===== src/rtl/bomb_launcher.sv =====
// bomb_launcher: one player's bomb source.
// A drop press latches the player's grid position and starts a fuse countdown.
// When the fuse runs out the launcher emits a one-cycle explosion strobe with the
// position still held, then locks out further drops for a cooldown period.
//
// Ports:
//   clk           system clock
//   resetn        asynchronous active-low reset
//   drop_btn      drop request (level, already synchronised to clk)
//   stunned       owning player stunned; drops refused while high
//   player_x/y    current player grid position
//   bomb_x/y      latched bomb position (held until the next accepted drop)
//   bomb_active   bomb on the board (ARMED or BLAST)
//   bomb_exploded one-cycle explosion strobe
//   cooldown      launcher locked out
//   fuse_sec_left seconds left on the fuse, 0 when not ARMED
//
// state    | meaning
// ---------+-----------------------------------------------
// IDLE     | waiting for a drop edge while not stunned
// ARMED    | fuse counting down, position latched
// BLAST    | single-cycle explosion strobe
// COOLDOWN | lockout after the blast, presses discarded

module bomb_launcher #(
    parameter int TICKS_PER_SEC = 50000000,
    parameter int FUSE_SEC      = 3,
    parameter int COOLDOWN_SEC  = 2,
    parameter int COORD_W       = 6
) (
    input  logic               clk,
    input  logic               resetn,
    input  logic               drop_btn,
    input  logic               stunned,
    input  logic [COORD_W-1:0] player_x,
    input  logic [COORD_W-1:0] player_y,
    output logic [COORD_W-1:0] bomb_x,
    output logic [COORD_W-1:0] bomb_y,
    output logic               bomb_active,
    output logic               bomb_exploded,
    output logic               cooldown,
    output logic [2:0]         fuse_sec_left
);

    localparam int TICK_W = (TICKS_PER_SEC > 1) ? $clog2(TICKS_PER_SEC) : 1;
    localparam logic [TICK_W-1:0] TICK_MAX = TICK_W'(TICKS_PER_SEC - 1);
    localparam logic [TICK_W-1:0] TICK_ONE = TICK_W'(1);
    localparam logic [2:0]        FUSE_LD  = 3'(FUSE_SEC);
    localparam logic [2:0]        COOL_LD  = 3'(COOLDOWN_SEC);

    typedef enum logic [1:0] {
        IDLE     = 2'd0,
        ARMED    = 2'd1,
        BLAST    = 2'd2,
        COOLDOWN = 2'd3
    } state_t;

    state_t              state_q, state_d;
    logic [TICK_W-1:0]   tick_q, tick_d;
    logic [2:0]          sec_q, sec_d;
    logic [COORD_W-1:0]  bomb_x_q, bomb_x_d;
    logic [COORD_W-1:0]  bomb_y_q, bomb_y_d;
    logic                btn_prev_q;
    logic                edge_en_q;
    logic                drop_edge;
    logic                last_tick;

    // edge_en_q stays low for the first cycle after reset release so that a
    // button already held through reset is absorbed into btn_prev_q instead of
    // looking like a fresh press.
    assign drop_edge = drop_btn & ~btn_prev_q & edge_en_q;
    assign last_tick = (tick_q == '0) && (sec_q == 3'd1);

    always_ff @(posedge clk or negedge resetn) begin
        if (!resetn) begin
            state_q    <= IDLE;
            tick_q     <= '0;
            sec_q      <= '0;
            bomb_x_q   <= '0;
            bomb_y_q   <= '0;
            btn_prev_q <= 1'b0;
            edge_en_q  <= 1'b0;
        end else begin
            state_q    <= state_d;
            tick_q     <= tick_d;
            sec_q      <= sec_d;
            bomb_x_q   <= bomb_x_d;
            bomb_y_q   <= bomb_y_d;
            btn_prev_q <= drop_btn;
            edge_en_q  <= 1'b1;
        end
    end

    always_comb begin
        state_d  = state_q;
        tick_d   = tick_q;
        sec_d    = sec_q;
        bomb_x_d = bomb_x_q;
        bomb_y_d = bomb_y_q;

        unique case (state_q)
            IDLE: begin
                if (drop_edge && !stunned) begin
                    state_d  = ARMED;
                    bomb_x_d = player_x;
                    bomb_y_d = player_y;
                    tick_d   = TICK_MAX;
                    sec_d    = FUSE_LD;
                end
            end
            ARMED: begin
                if (last_tick) begin
                    state_d = BLAST;
                    sec_d   = 3'd0;
                end else if (tick_q == '0) begin
                    tick_d = TICK_MAX;
                    sec_d  = sec_q - 3'd1;
                end else begin
                    tick_d = tick_q - TICK_ONE;
                end
            end
            BLAST: begin
                state_d = COOLDOWN;
                tick_d  = TICK_MAX;
                sec_d   = COOL_LD;
            end
            COOLDOWN: begin
                if (last_tick) begin
                    state_d = IDLE;
                    sec_d   = 3'd0;
                end else if (tick_q == '0) begin
                    tick_d = TICK_MAX;
                    sec_d  = sec_q - 3'd1;
                end else begin
                    tick_d = tick_q - TICK_ONE;
                end
            end
            default: state_d = IDLE;
        endcase
    end

    assign bomb_x        = bomb_x_q;
    assign bomb_y        = bomb_y_q;
    assign bomb_active   = (state_q == ARMED) || (state_q == BLAST);
    assign bomb_exploded = (state_q == BLAST);
    assign cooldown      = (state_q == COOLDOWN);
    // sec_q is shared with the cooldown timer, so only expose it while ARMED.
    assign fuse_sec_left = (state_q == ARMED) ? sec_q : 3'd0;

endmodule


===== config.mk =====
export PLATFORM = sky130hd
export DESIGN_NAME = bomb_launcher
export DESIGN_NICKNAME = d
export VERILOG_FILES = /design/src/rtl/bomb_launcher.sv
export SDC_FILE = /design/constraint.sdc
export NUM_CORES = 1
export LEC_CHECK = 0
export CAP_MARGIN = 15
export CORE_MARGIN = 4
export CORE_UTILIZATION = 59
export CTS_CLUSTER_DIAMETER = 150
export CTS_CLUSTER_SIZE = 30
export DETAILED_ROUTE_END_ITERATION = 7
export PLACE_DENSITY = 0.93
export REMOVE_ABC_BUFFERS = 1
export SYNTH_ARGS = -nofsm -noshare
export SYNTH_HDL_FRONTEND = slang
export SYNTH_SLANG_ARGS = --single-unit

===== constraint.sdc =====
create_clock -name clk -period 6.71 [get_ports clk]
set_clock_uncertainty 0.05 [all_clocks]
set_input_delay 1.342 -clock clk [delete_from_list [all_inputs] [get_ports clk]]
set_output_delay 1.342 -clock clk [all_outputs]
set_load 0.05 [all_outputs]

Yosys cells after proc, flatten, opt, wreduce, memory -nomap -nowiden
Index checks and enable logic that the tools add are counted.

Register bits: 45. Input bits: 16. Output and inout port bits: 18. Logic and storage cells: 45.

Add/subtract/negate cells: 2. Eq/ne operators: 9. Mux-type cells: 13. Bitwise gates (word level): 3. Reductions and logical operators: 11.

Operators with widths (count): $mux 26 (3); $pmux 26 s3 (1); $logic_not 26->1 (1); $sub 26x1->26 const B (1); $mux 3 (4); $pmux 3 s3 (1); $pmux 2 s4 (1); $mux 2 (3); $ne 2x2->1 const B (3); $reduce_and 2->1 (3); $eq 2x2->1 const B (2); $eq 3x1->1 const B (1); $ne 3x1->1 const B (1); $reduce_and 3->1 (1); $sub 3x1->3 const B (1); $and 1x1->1 (2); $eq 2x1->1 const B (1); $logic_and 1x1->1 (2); $logic_not 2->1 (1); $ne 2x1->1 const B (1); $reduce_or 2->1 (1); $logic_not 1->1 (1); $logic_or 1x1->1 (1); $not 1->1 (1).

Longest topological paths before layout
Depth after elaboration: 6. Depth in mapped cells: 9. Gate-level depth less buffers: 7.

Least setup slack after synthesis
Ideal clock, no wire load.

Path kind: input to register. Start: input stunned. End: register tick_q[21]. Setup time: 0.069 ns. Arrival time: 3.167 ns. Data required time: 6.591 ns. Path slack: 3.425 ns. Stages on the path: 5. Path buffers: 0. Cell sequence: nor4bb_1 o2111ai_1 or4b_2 or3_1 nand3_1.

Longest elaborated chain between the ends: 4.

Ends and longest elaborated chain: from (decl) (RTL line 34) `input logic stunned,`; $logic_not 1->1 (RTL line 103) `if (drop_edge && !stunned) begin`; $logic_and 1x1->1 (RTL line 103); $ne 2x2->1 (no source line); $reduce_and 2->1 (no source line); to (signal assigned) (RTL line 85) `tick_q <= tick_d;`; to (decl) (RTL line 59) `logic [TICK_W-1:0] tick_q, tick_d;`.

No other way between the ends. A chain may end at the register's enable or synchronous reset.

Final worst setup path
Start: input drop_btn. End: register tick_q[21].

Longest elaborated chain between the ends: 5.

Ends and longest elaborated chain: from (decl) (RTL line 33) `input logic drop_btn,`; $and 1x1->1 (2 in series) (RTL line 71) `assign drop_edge = drop_btn & ~btn_prev_q & edge_en_q;`; $logic_and 1x1->1 (RTL line 103); $ne 2x2->1 (no source line); $reduce_and 2->1 (no source line).

No other way between the ends.

==> results.json <==
{
  "synth_ff_type": "dfrtp_1",
  "cp_slowest_stage_delay_ns": 0.73,
  "floorplan.initialDensity": 0.614,
  "synth_area_leaders": "dfrtp_1, mux2_2, or4_1",
  "yosysMostFrequentCell": "dfrtp_1",
  "crit_family": "simple AND/OR/NAND/NOR gates",
  "timing.rr.end": "tick_q[25]",
  "final_cell_count_no_fill": 324,
  "powerDensity_nw_per_um2": 160,
  "avgSynthCellArea_um2": 10.3,
  "grt_setup_unrepaired": "no",
  "antenna_found_initial": 0,
  "wl_um": 5540,
  "die_y_um": 72.8,
  "pre_cts_ws_ns": 2.65,
  "drive_gt1_frac": 0.128,
  "fin_nets": 298,
  "core_um2": 4030,
  "leakage_nw": 1.16,
  "clock_sinks": 45,
  "clk-insertion-delay-late_ns": 0.31,
  "cts_buffers": 5,
  "post_drt_via_cell_ratio": 6.37,
  "yosysTopAreaCell": "dfrtp_1",
  "grt.total_usage": 0.224,
  "synth-seq-cells": 45,
  "cts.repair.resized": 0,
  "synth_edf_count": 0,
  "io_pins": 34,
  "cts.clk_slew.worst_paths_ns": 0.09,
  "drtIter0Drc": 140,
  "worstRegToRegCells": 6,
  "synth_cells": 239,
  "crit_arrival_ns": 4.03,
  "clk_path_buf_depth": 2,
  "drtAntennaViolNets": 0,
  "areaGrowthSynthToFinish_pct": 17.7,
  "cp.buffers_inverters": 1,
  "finalSetupViolCount": 0,
  "crit_type": "in -> reg",
  "yosys-top-cells-count": "dfrtp_1, or4_1, mux2_2, nand3_1",
  "hp-start": "bomb_x[5]",
  "dpl.hpwl_um": 3900,
  "worst_pin_slew_ns": 0.987,
  "fmax_ghz": 0.260,
  "place_inst": 315,
  "worstReg2RegStart": "tick_q[8]",
  "synth_seq_area_share": 0.455,
  "place_congestion": 0.900,
  "peakVddDrop_mv": 0.129,
  "die_area_um2": 5290,
  "wl_per_cell_um": 17.1,
  "route.detailed.drc": 0,
  "post-cts-setup-buffers": 0,
  "yosysUniqueCellTypes": 50,
  "portBuffers": 33,
  "cp_cell_sequence": "clkdlybuf4s50_1, nor4bb_1, o2111ai_1, or4b_2, or3_1, nand3_1",
  "tns_ns": 0,
  "maxCapViolCount": 0,
  "crit_required_ns": 6.90,
  "r2r_slack_ns": 3.80,
  "synth_top_area_share": 0.455,
  "std_cell_rows": 23,
  "holdBufCountCts": 0,
  "worstHoldEndpoint": "bomb_x[5]",
  "async_reset_ff_frac": 1.00,
  "crit_fanout": 9,
  "ys.warnings.count": 0,
  "timing.final.ws_setup_ns": 2.87,
  "clock_power_share": 0.386,
  "switchingPower_w": 0.000103,
  "outcome": "finished, final reports clean",
  "min_path_cells": 1,
  "grt_first_pass_wirelength_um": 9290,
  "period_share": 0.573,
  "slew-limit-headroom": 0.342,
  "firstDrtPassIters": 5,
  "power_w": 0.000465,
  "hold_slack_ns": 0.462,
  "cts_tree": "done",
  "dr_total_vias": 2065,
  "hold_path.class": "reg -> reg",
  "worstSetupEndpointType": "register",
  "power_frac_seq": 0.584,
  "power_frac_comb": 0.030,
  "start_kind": "primary input",
  "report.final.slew_viol_count": 0,
  "intPower_w": 0.000363,
  "grt_pass1_vias": 1981,
  "hold_violations": 0,
  "htreeDepth": 2,
  "min_period_ns": 3.84,
  "cts-root-buf": "clkbuf_8",
  "p_sw_frac": 0.221,
  "die_x_um": 72.8,
  "synth_area_um2": 2470,
  "grt_overflow_total": 0,
  "grt_max_degree": 46,
  "cpMaxStageDelayCell": "or4b_2",
  "diodes": 0
}
how the worst max path moves through the flow:
stage                        start         end  slack (ns)  depth (start not counted)
after floorplan            stunned  tick_q[21]        3.41                          5
after global placement    drop_btn  tick_q[21]        2.71                          6
after detailed placement  drop_btn  tick_q[21]        2.65                          6
after CTS                 drop_btn  tick_q[21]        2.91                          6
after global routing       stunned  tick_q[21]        2.67                          6
final                     drop_btn  tick_q[21]        2.87                          6
worst register-to-register path, cell delays in order, from the launching register on:
cell and delay [ns]:
dfrtp_1 0.47, or4_1 0.59, or4_4 0.57, nor3_4 0.58
buf_6 0.27, or4_1 0.15, nand3_1 0.08
cell type report:
cell class	instances	area, µm²
clock buffers	6	82.6
clock inverters	2	13.8
fillers	292	1120
inverters	7	26.3
multi-input cells	180	1260
flip-flops and latches	45	1130
well taps	50	62.6
repair buffers	34	337
layer usage:
metal | GRT usage | up-vias | wire length [µm] | part of all wire
li1 | - | 983 | - | -
met1 | 0.298 | 1002 | 2370 | 0.43
met2 | 0.350 | 66 | 2810 | 0.51
met3 | 0.0523 | 14 | 245 | 0.044
met4 | 0.0984 | 0 | 116 | 0.021
met5 | 0 | - | 0 | 0
state kept, by name (all words and copies together), names as in the netlist:
register,flops
tick_q,26
bomb_y,6
sec_q,3
state_q,2
btn_prev_q,1
edge_en_q,1
bomb_x,6
power groups by stage:
stage               clock network (W)    logic [W]  registers (W)
finish                       0.000180    0.0000140       0.000272
CTS                          0.000182    0.0000144       0.000272
detailed placement                  0    0.0000143       0.000277
global route                 0.000193    0.0000156       0.000272
global placement                    0    0.0000141       0.000277
floorplan                           0  0.000000547       0.000277
layout by cell type, fill, tap and decap left out, drive strengths merged, types with 3 or more instances in the layout:
cell / n
dfrtp: 45
clkdlybuf4s50: 32
or4: 19
nand3: 14
mux2: 14
nor2: 14
or3: 13
o21ai: 13
o31ai: 12
a21oi: 11
ha: 9
nor3: 9
inv: 7
nand2: 7
clkbuf: 6
or2: 5
nor4: 4
and2: 3
nand2b: 3
per-stage QoR:
stage | utilization | instance area (µm²)
2_1_floorplan | - | 2410
3_3_place_gp | 0.696 | 2800
3_5_place_dp | 0.696 | 2800
4_1_cts | 0.720 | 2900
5_1_grt | 0.722 | 2910
6_report | 0.722 | 2910
logic make-up after synthesis:
family,synth area share
AO/OA/AOI/OAI,0.137
adder cells (fa/ha/maj),0.0455
buffers and inverters,0.0344
flip-flops,0.455
multiplexers,0.0718
other,0.00152
AND/OR/NAND/NOR,0.255
(Power assumes the default switching activity.)
